## config.mk

```make
export PLATFORM = sky130hd
export DESIGN_NAME = alu_core_seq
export DESIGN_NICKNAME = d
export VERILOG_FILES = /design/src/rtl/alu_core_seq.sv
export SDC_FILE = /design/constraint.sdc
export NUM_CORES = 1
export LEC_CHECK = 0
export ABC_CLOCK_PERIOD_IN_PS = 3880
export BUFFER_PORTS_ARGS = -buffer_cell sky130_fd_sc_hd__buf_2
export CORE_MARGIN = 2
export CORE_UTILIZATION = 30
export DETAILED_ROUTE_END_ITERATION = 10
export GPL_TIMING_DRIVEN = 0
export HOLD_SLACK_MARGIN = 0.08
export PLACE_DENSITY = 0.57
export SLEW_MARGIN = 30
export SYNTH_ARGS = -nofsm -noshare
export SYNTH_HDL_FRONTEND = slang
export SYNTH_SLANG_ARGS = --single-unit
```

## constraint.sdc

```tcl
create_clock -name clk -period 3.88 [get_ports clk]
set_clock_uncertainty 0.2 [all_clocks]
set_input_delay 0.194 -clock clk [delete_from_list [all_inputs] [get_ports clk]]
set_output_delay 0.194 -clock clk [all_outputs]
set_load 0.01 [all_outputs]
```

## src/rtl/alu_core_seq.sv

```systemverilog
`default_nettype none
// ============================================================================
// Module   : alu_core_seq
// Purpose  : Execution-side ALU driven by the 4-bit ALUcontrol code. Accepts
//            one operation per valid/ready handshake, computes the result,
//            zero flag and branch condition, and holds them until the
//            downstream stage accepts. SLL is iterative (one bit per cycle)
//            unless the barrel-shift build option is enabled.
// Options  : ALU_CORE_BARREL_SHIFT_EN - when defined, SLL is a single-cycle
//            barrel shift and the SHIFT state is never entered.
// Ports    : clk          - system clock, rising edge
//            reset        - synchronous, active-high reset
//            in_valid     - operation request valid
//            in_ready     - block can accept an operation this cycle
//            alu_ctrl     - ALUcontrol code from the decoder
//            op_a, op_b   - operands (rs1, rs2/immediate)
//            out_valid    - result valid, held until accepted
//            out_ready    - downstream accepts the result
//            result       - ALU result
//            zero         - result == 0
//            branch_cond  - branch-taken condition (zero for non-branch codes)
// Revision : 1.0 - initial release
// ============================================================================
module alu_core_seq #(
  parameter int WIDTH = 32
) (
  input  logic             clk,
  input  logic             reset,
  input  logic             in_valid,
  output logic             in_ready,
  input  logic [3:0]       alu_ctrl,
  input  logic [WIDTH-1:0] op_a,
  input  logic [WIDTH-1:0] op_b,
  output logic             out_valid,
  input  logic             out_ready,
  output logic [WIDTH-1:0] result,
  output logic             zero,
  output logic             branch_cond
);

  localparam int         c_SHAMT_W = 5;
  localparam logic [3:0] c_OP_AND  = 4'b0000;
  localparam logic [3:0] c_OP_OR   = 4'b0001;
  localparam logic [3:0] c_OP_ADD  = 4'b0010;
  localparam logic [3:0] c_OP_BEQ  = 4'b0110;
  localparam logic [3:0] c_OP_BNE  = 4'b0011;
  localparam logic [3:0] c_OP_BLT  = 4'b1000;
  localparam logic [3:0] c_OP_SLT  = 4'b0111;
  localparam logic [3:0] c_OP_XOR  = 4'b1001;
  localparam logic [3:0] c_OP_SLL  = 4'b0100;

  typedef enum logic [1:0] {
    S_IDLE  = 2'd0,
    S_SHIFT = 2'd1,
    S_DONE  = 2'd2
  } state_t;

  state_t                 r_state;
  state_t                 w_state_nxt;

  logic [WIDTH-1:0]       r_result;
  logic                   r_zero;
  logic                   r_branch;

  logic [c_SHAMT_W-1:0]   w_shamt;
  logic [WIDTH-1:0]       w_sum;
  logic [WIDTH-1:0]       w_diff;
  logic                   w_lt;
  logic [WIDTH-1:0]       w_res;
  logic                   w_is_branch;
  logic                   w_branch_val;
  logic                   w_zero;
  logic                   w_branch;
  logic                   w_start_shift;
  logic                   w_load_result;
  logic                   w_load_shift;
  logic                   w_shift_last;

  assign w_shamt = op_b[c_SHAMT_W-1:0];
  assign w_sum   = op_a + op_b;
  assign w_diff  = op_a - op_b;
  assign w_lt    = ($signed(op_a) < $signed(op_b));

  // Single-cycle result for the operation currently on the inputs.
  always_comb begin : p_compute
    w_res        = w_sum;
    w_is_branch  = 1'b0;
    w_branch_val = 1'b0;
    case (alu_ctrl)
      c_OP_AND: w_res = op_a & op_b;
      c_OP_OR:  w_res = op_a | op_b;
      c_OP_ADD: w_res = w_sum;
      c_OP_BEQ: begin
        w_res        = w_diff;
        w_is_branch  = 1'b1;
        w_branch_val = (op_a == op_b);
      end
      c_OP_BNE: begin
        w_res        = w_diff;
        w_is_branch  = 1'b1;
        w_branch_val = (op_a != op_b);
      end
      c_OP_BLT: begin
        w_res        = {{(WIDTH-1){1'b0}}, w_lt};
        w_is_branch  = 1'b1;
        w_branch_val = w_lt;
      end
      c_OP_SLT: begin
        w_res        = {{(WIDTH-1){1'b0}}, w_lt};
        w_is_branch  = 1'b1;
        w_branch_val = ~w_lt;
      end
      c_OP_XOR: w_res = op_a ^ op_b;
`ifdef ALU_CORE_BARREL_SHIFT_EN
      c_OP_SLL: w_res = op_a << w_shamt;
`else
      // Only reached with shamt == 0 here; nonzero shifts go through SHIFT.
      c_OP_SLL: w_res = op_a;
`endif
      default:  w_res = w_sum;
    endcase
  end

  assign w_zero   = (w_res == '0);
  assign w_branch = w_is_branch ? w_branch_val : w_zero;

`ifdef ALU_CORE_BARREL_SHIFT_EN
  assign w_start_shift = 1'b0;
`else
  assign w_start_shift = (alu_ctrl == c_OP_SLL) && (w_shamt != '0);

  logic [WIDTH-1:0]     r_shreg;
  logic [c_SHAMT_W-1:0] r_cnt;
  logic [WIDTH-1:0]     w_sh_res;

  // Value of the shift register after the shift happening this cycle.
  assign w_sh_res = {r_shreg[WIDTH-2:0], 1'b0};

  always_ff @(posedge clk) begin : p_shift
    if (reset) begin
      r_shreg <= '0;
      r_cnt   <= '0;
    end else if (w_load_shift) begin
      r_shreg <= op_a;
      r_cnt   <= w_shamt;
    end else if (r_state == S_SHIFT) begin
      r_shreg <= w_sh_res;
      r_cnt   <= r_cnt - 5'd1;
    end
  end
`endif

  // State register.
  always_ff @(posedge clk) begin : p_state
    if (reset) begin
      r_state <= S_IDLE;
    end else begin
      r_state <= w_state_nxt;
    end
  end

  // Next-state and handshake outputs.
  always_comb begin : p_fsm
    w_state_nxt   = r_state;
    in_ready      = 1'b0;
    out_valid     = 1'b0;
    w_load_result = 1'b0;
    w_load_shift  = 1'b0;
    w_shift_last  = 1'b0;
    case (r_state)
      S_IDLE: begin
        in_ready = 1'b1;
        if (in_valid) begin
          if (w_start_shift) begin
            w_load_shift = 1'b1;
            w_state_nxt  = S_SHIFT;
          end else begin
            w_load_result = 1'b1;
            w_state_nxt   = S_DONE;
          end
        end
      end
      S_SHIFT: begin
`ifdef ALU_CORE_BARREL_SHIFT_EN
        w_state_nxt = S_IDLE;
`else
        if (r_cnt == 5'd1) begin
          w_shift_last = 1'b1;
          w_state_nxt  = S_DONE;
        end
`endif
      end
      S_DONE: begin
        out_valid = 1'b1;
        if (out_ready) begin
          // Result leaves this cycle, so a new op may enter in the same cycle.
          in_ready = 1'b1;
          if (in_valid) begin
            if (w_start_shift) begin
              w_load_shift = 1'b1;
              w_state_nxt  = S_SHIFT;
            end else begin
              w_load_result = 1'b1;
              w_state_nxt   = S_DONE;
            end
          end else begin
            w_state_nxt = S_IDLE;
          end
        end
      end
      default: w_state_nxt = S_IDLE;
    endcase
  end

  // Result, zero and branch condition are always registered together.
  always_ff @(posedge clk) begin : p_result
    if (reset) begin
      r_result <= '0;
      r_zero   <= 1'b1;
      r_branch <= 1'b0;
    end else if (w_load_result) begin
      r_result <= w_res;
      r_zero   <= w_zero;
      r_branch <= w_branch;
    end
`ifndef ALU_CORE_BARREL_SHIFT_EN
    else if (w_shift_last) begin
      // SLL is not a branch code, so branch_cond follows zero.
      r_result <= w_sh_res;
      r_zero   <= (w_sh_res == '0);
      r_branch <= (w_sh_res == '0);
    end
`endif
  end

  assign result      = r_result;
  assign zero        = r_zero;
  assign branch_cond = r_branch;

endmodule
`default_nettype wire

```

; Word-level counts from Yosys, hierarchy flattened
; Cells that the tools add are included.
; Widths: inputs -> output; s select.
[totals]
out_inout_bits = 36
register_bits = 72
elab_cells = 73
input_bits = 72
[classes]
bitwise = 4
muxes = 32
add_sub_neg = 3
n_eq_ne = 15
n_reduce_logical = 12
magnitude_cmp = 1
[ops]
columns = operator, n
row1 = $pmux 32 s6, 1
row2 = $logic_not 32->1, 2
row3 = $mux 32, 2
row4 = $mux 31, 2
row5 = $add 32x32->32, 1
row6 = $and 32x32->32, 1
row7 = $eq 32x32->1, 1
row8 = $lt 32x32->1, 1
row9 = $ne 32x32->1, 1
row10 = $or 32x32->32, 1
row11 = $sub 32x32->32, 1
row12 = $xor 32x32->32, 1
row13 = $mux 1, 15
row14 = $eq 4x3->1 const B, 3
row15 = $mux 2, 5
row16 = $mux 5, 2
row17 = $eq 4x4->1 const B, 2
row18 = $pmux 1 s2, 3
row19 = $pmux 2 s3, 1
row20 = $eq 5x1->1 const B, 1
row21 = $reduce_bool 5->1, 1
row22 = $sub 5x1->5 const B, 1
row23 = $eq 4x1->1 const B, 1
row24 = $eq 4x2->1 const B, 1
row25 = 13 further kinds, 16

; Logic depth before layout (Yosys ltp)
[depth]
ltp_word = 7
depth_mapped = 15

; Worst setup path before layout
; Ideal clock, no wire load.
[synth_path]
kind = input to register
start = input op_a[0]
end = register r_branch, in the netlist branch_cond
path_stages = 15
path_buffers = 0
arrival_ns = 3.088
setup_time_ns = 0.086
path_slack_ns = 0.505
cell_sequence = inv_1 ha_1 inv_1 fa_1 nor2b_2 o311ai_2 a31oi_2 a31oi_2 o221a_1 o21ai_1 or2_0 a2111oi_0 and4b_1 nand4_1 a221oi_2
[synth_via]
elab_chain_len = 5
[synth_rtl]
columns = element, line
row1 = start: declaration, 32  ; input logic [WIDTH-1:0] op_a,
row2 = $add 32x32->32 (tied with other cells), 80  ; assign w_sum = op_a + op_b;
row3 = $pmux 32 s6 / $not 1->1 (equally long branches), "89, 111"
row4 = $logic_not 32->1 / $pmux 1 s4 (equally long branches), "124, 89"
row5 = $mux 1 *, 125  ; assign w_branch = w_is_branch ? w_branch_val : w_zero;
row6 = $mux 1 *, 221  ; end else if (w_load_result) begin
row7 = end signal: assignment, 224  ; r_branch <= w_branch;
row8 = end signal: assignment, 231  ; r_branch <= (w_sh_res == '0);
row9 = end: declaration, 63  ; logic r_branch;
; Every way passes the cells marked *; elsewhere a longest branch is shown, timed or not.
; A chain may end at the register's enable or synchronous reset.

; Worst setup path in the final report
[layout_path]
start = input alu_ctrl[0]
end = register r_branch, in the netlist branch_cond
[layout_via]
elab_chain_len = 7
[layout_rtl]
columns = element, line
row1 = start: declaration, 31  ; input logic [3:0] alu_ctrl,
row2 = "parallel branches: the longest is 7 deep, another holds $pmux 32 s6", -
; Several ways; the timed one is not identified.

==> flow_summary.toml <==
[clock_tree]
cts.sinks = 72
clock-root-buffer = "clkbuf_16"
cts_max_level = 3
clock_path_buffers = 2
clkLatencyLatePin_ps = 340
clkTransAtPathRegs_ps = 60
numCtsBuffers = 9
cts_tree = "yes"

[finish]
fill_cells = 3342
fin_util_pct = 36.9
drive_gt1_share_pct = 15.1
seq_area_sq_um = 1440
multi_input_area_sq_um = 7390
nets = 1699
area_growth_syn_to_layout_pct = 20.8

[floorplanning]
die_h_um = 181
io_pins = 108
dieArea_sq_um = 32700
core_sq_um = 30700
die_w_um = 181
std_cell_rows = 64
start_util_pct = 30.6

[pwr]
switching_power_mw = 1.40
p_per_area_nw_per_um2 = 281
leakage_nw = 4.62
vdd_drop_max_mv = 0.227
pwr-share-comb_pct = 49.2
p_int_mw = 1.78
switching_share_pct = 43.9
seqPwrFrac_pct = 26.5
p_total_mw = 3.18
clkPwrFrac_pct = 24.3

[yosys]
ys_ff_latch = 72
syn_area_per_cell_sq_um = 6.83
yosys-top-cells-count = "nand2_1 (181), nor2_1 (155), a21oi_1 (109)"
synth_top_family_by_area = "compound AO/OA/AOI/OAI gates"
yosysWarnings = 0
synthAdderAreaFrac_pct = 13.5
syn_area_sq_um = 9370
synth_compound_area_share_pct = 34.4
synth_top_area_share_pct = 15.4
yosys.area_share.simple_pct = 26.6
async_reset_ff_share_pct = 0
synth_most_common_cell = "nand2_1"
yosysTopAreaCell = "dfxtp_1"
synthCells = 1372
yosys.area_share.xor_xnor_pct = 0.280
synthMuxAreaShare_pct = 1.24
seq_area_frac_synth_pct = 15.4
synth_area_leaders = "dfxtp_1 (15%), ha_1 (13%), nand2_1 (7.2%)"
synth_edf_count = 0
syn_nets = 1544
synth.distinct_cells = 87
yosys_most_used_dff = "dfxtp_1"

[global_route]
antenna_found_initial = 0
grt_pass1_wl_mm = 67.8
grt_max_degree = 12
grt_pass1_vias = 11000
grt_usage_pct = 26.8
grt-ovfl-total = 0

[timing]
timing.final.ws_setup_ps = -111
hold_ws_ps = 106
relSlewSlack_pct = 33.7
hold_viol_final = 0
fin_tns_setup_ps = -150
fmax_mhz = 251
grt_setup_unrepaired = "yes"
final.period_utilization_pct = 103
layout_min_cycle_time_ps = 3990
setup_viol_count_final = 2
slew_violations = 0
worstMarginPinSlew_ps = 994

[drt]
wl_per_cell_um = 23.8
drc_errors = 0
drt_iter0_markers = 1666
drtAntennaViolNets = 0
vias = 11700
viasPerCell = 6.09
drt_wl_total_mm = 46.0
first_pass_iters = 6

[outcome]
violations = "negative setup slack"
status = "complete, but fails checks"

[worst_setup_path]
path_buf_inv = 4
crit_arrival_ps = 4050
critical_path_class = "in -> reg"
path_common_cell = "buf_2"
endpoint_kind = "register"
max_stage_delay_ps = 460
worst-endpoint-required_ps = 3930
start_kind = "primary input"
cp_max_fo = 10
cp_top_family = "simple AND/OR/NAND/NOR gates"
cp_slowest_cell = "nor4_2"
crit_chain = "buf_2, buf_2, nor2b_1, o21ai_1, nand2_1, clkbuf_2, clkbuf_1, a22oi_1, o2111ai_1, nor4_2, and4b_1, nand4_1, a221oi_2"

[placed_design]
place_hpwl_mm = 36.4
gp_congestion = 0.982
dp_slack_ps = -775
io_buffers = 105

[job]
drv_cap = 0

[worst_hold_path]
hold_path_class = "in -> reg"
[flip-flops by register name, indices dropped and copies added, names as in the netlist]
register and count:
result 32, r_state 2, branch_cond 1, r_cnt 5
zero 1, r_shreg 31
[per-stage QoR]
step                      cell area (sq um)  instances
after detailed placement              10500       1874
after global placement                10400       1873
final                                 11300       1929
after global routing                  11300       1927
after floorplan                        9370       1372
after CTS                             11200       1926
[metal layers]
| layer | part of all wire [%] | vias up | wire, um | GRT usage, % |
|---|---|---|---|---|
| met4 | 4.3 | 0 | 1970 | 11.0 |
| met1 | 44 | 5571 | 20100 | 37.2 |
| li1 | - | 5376 | - | - |
| met2 | 43 | 690 | 19600 | 41.4 |
| met5 | 0 | - | 0 | 0 |
| met3 | 9.5 | 110 | 4350 | 4.07 |
[power by group through the flow]
stage / clock [mW] / combinational, mW / sequential [mW]
floorplan: 0 / 0.880 / 0.870
global placement: 0 / 1.41 / 0.858
detailed placement: 0 / 1.42 / 0.859
CTS: 0.774 / 1.47 / 0.843
global route: 0.803 / 1.66 / 0.851
finish: 0.772 / 1.56 / 0.843
[worst min-delay path: stages]
cell and delay (ps):
buf_2 200, a22oi_1 100, a21oi_1 120
[cells in the final DEF (no fill, tap or decap), drive strengths merged, types with 6 or more instances in the layout]
master / synthesis / layout
dlygate4sd3: 0 / 37
and2: 8 / 8
a311oi: 48 / 48
nand3: 33 / 33
o211ai: 21 / 21
o21a: 9 / 9
nor3: 29 / 29
dfxtp: 72 / 72
mux2i: 6 / 6
ha: 98 / 98
o22ai: 14 / 14
a31oi: 13 / 13
nand2: 181 / 181
o311ai: 6 / 6
a211oi: 24 / 24
nor2: 157 / 157
and3: 20 / 20
nand2b: 20 / 20
a221o: 7 / 7
nor4: 27 / 27
nor2b: 15 / 15
inv: 104 / 104
clkbuf: 48 / 60
a21o: 14 / 14
o2111ai: 10 / 10
or2: 6 / 6
buf: 43 / 150
nand4: 19 / 19
o31ai: 18 / 18
a221oi: 19 / 19
o21ai: 63 / 63
a21oi: 110 / 110
a22oi: 22 / 22
[cell type report]
class	count	share of cell area [%]
repair buffers	145	8.09
clock inverters	3	0.155
well taps	396	4.38
inverters	104	3.45
flip-flops and latches	72	12.7
clock buffers	12	2.27
plain buffers	90	3.65
multi-input cells	1105	65.2
diodes	2	0.0442
[kinds of logic after synthesis]
family | count (synthesis)
AOI/OAI and AO/OA | 456
xor gates and xnor gates | 3
adders and majority gates | 100
buffers and inverters | 195
DFF | 72
muxes | 11
and+or+nand+nor | 535
[timing repair]
action,4_1_cts,5_1_grt
endpoints found under the setup margin,2,28
endpoints found under the hold margin,37,0
setup buffers,1,1
cloned,0,0
hold buffers,37,0
pin swaps,1,3
resized for setup,16,31
[worst paths after layout]
path	from	end	slack (ps)	cells past startpoint
setup / recovery	alu_ctrl[0]	branch_cond$_SDFFE_PP0P_	-110	13
hold / removal	op_a[22]	r_shreg[22]$_SDFFE_PP0P_	110	3
setup reg to reg	r_state[0]$_SDFFE_PP0P_	branch_cond$_SDFFE_PP0P_	1070	7
hold reg to reg	result[0]$_SDFFE_PP0P_	result[0]$_SDFFE_PP0P_	270	2
Note: power is estimated with default switching activity, not from simulation.
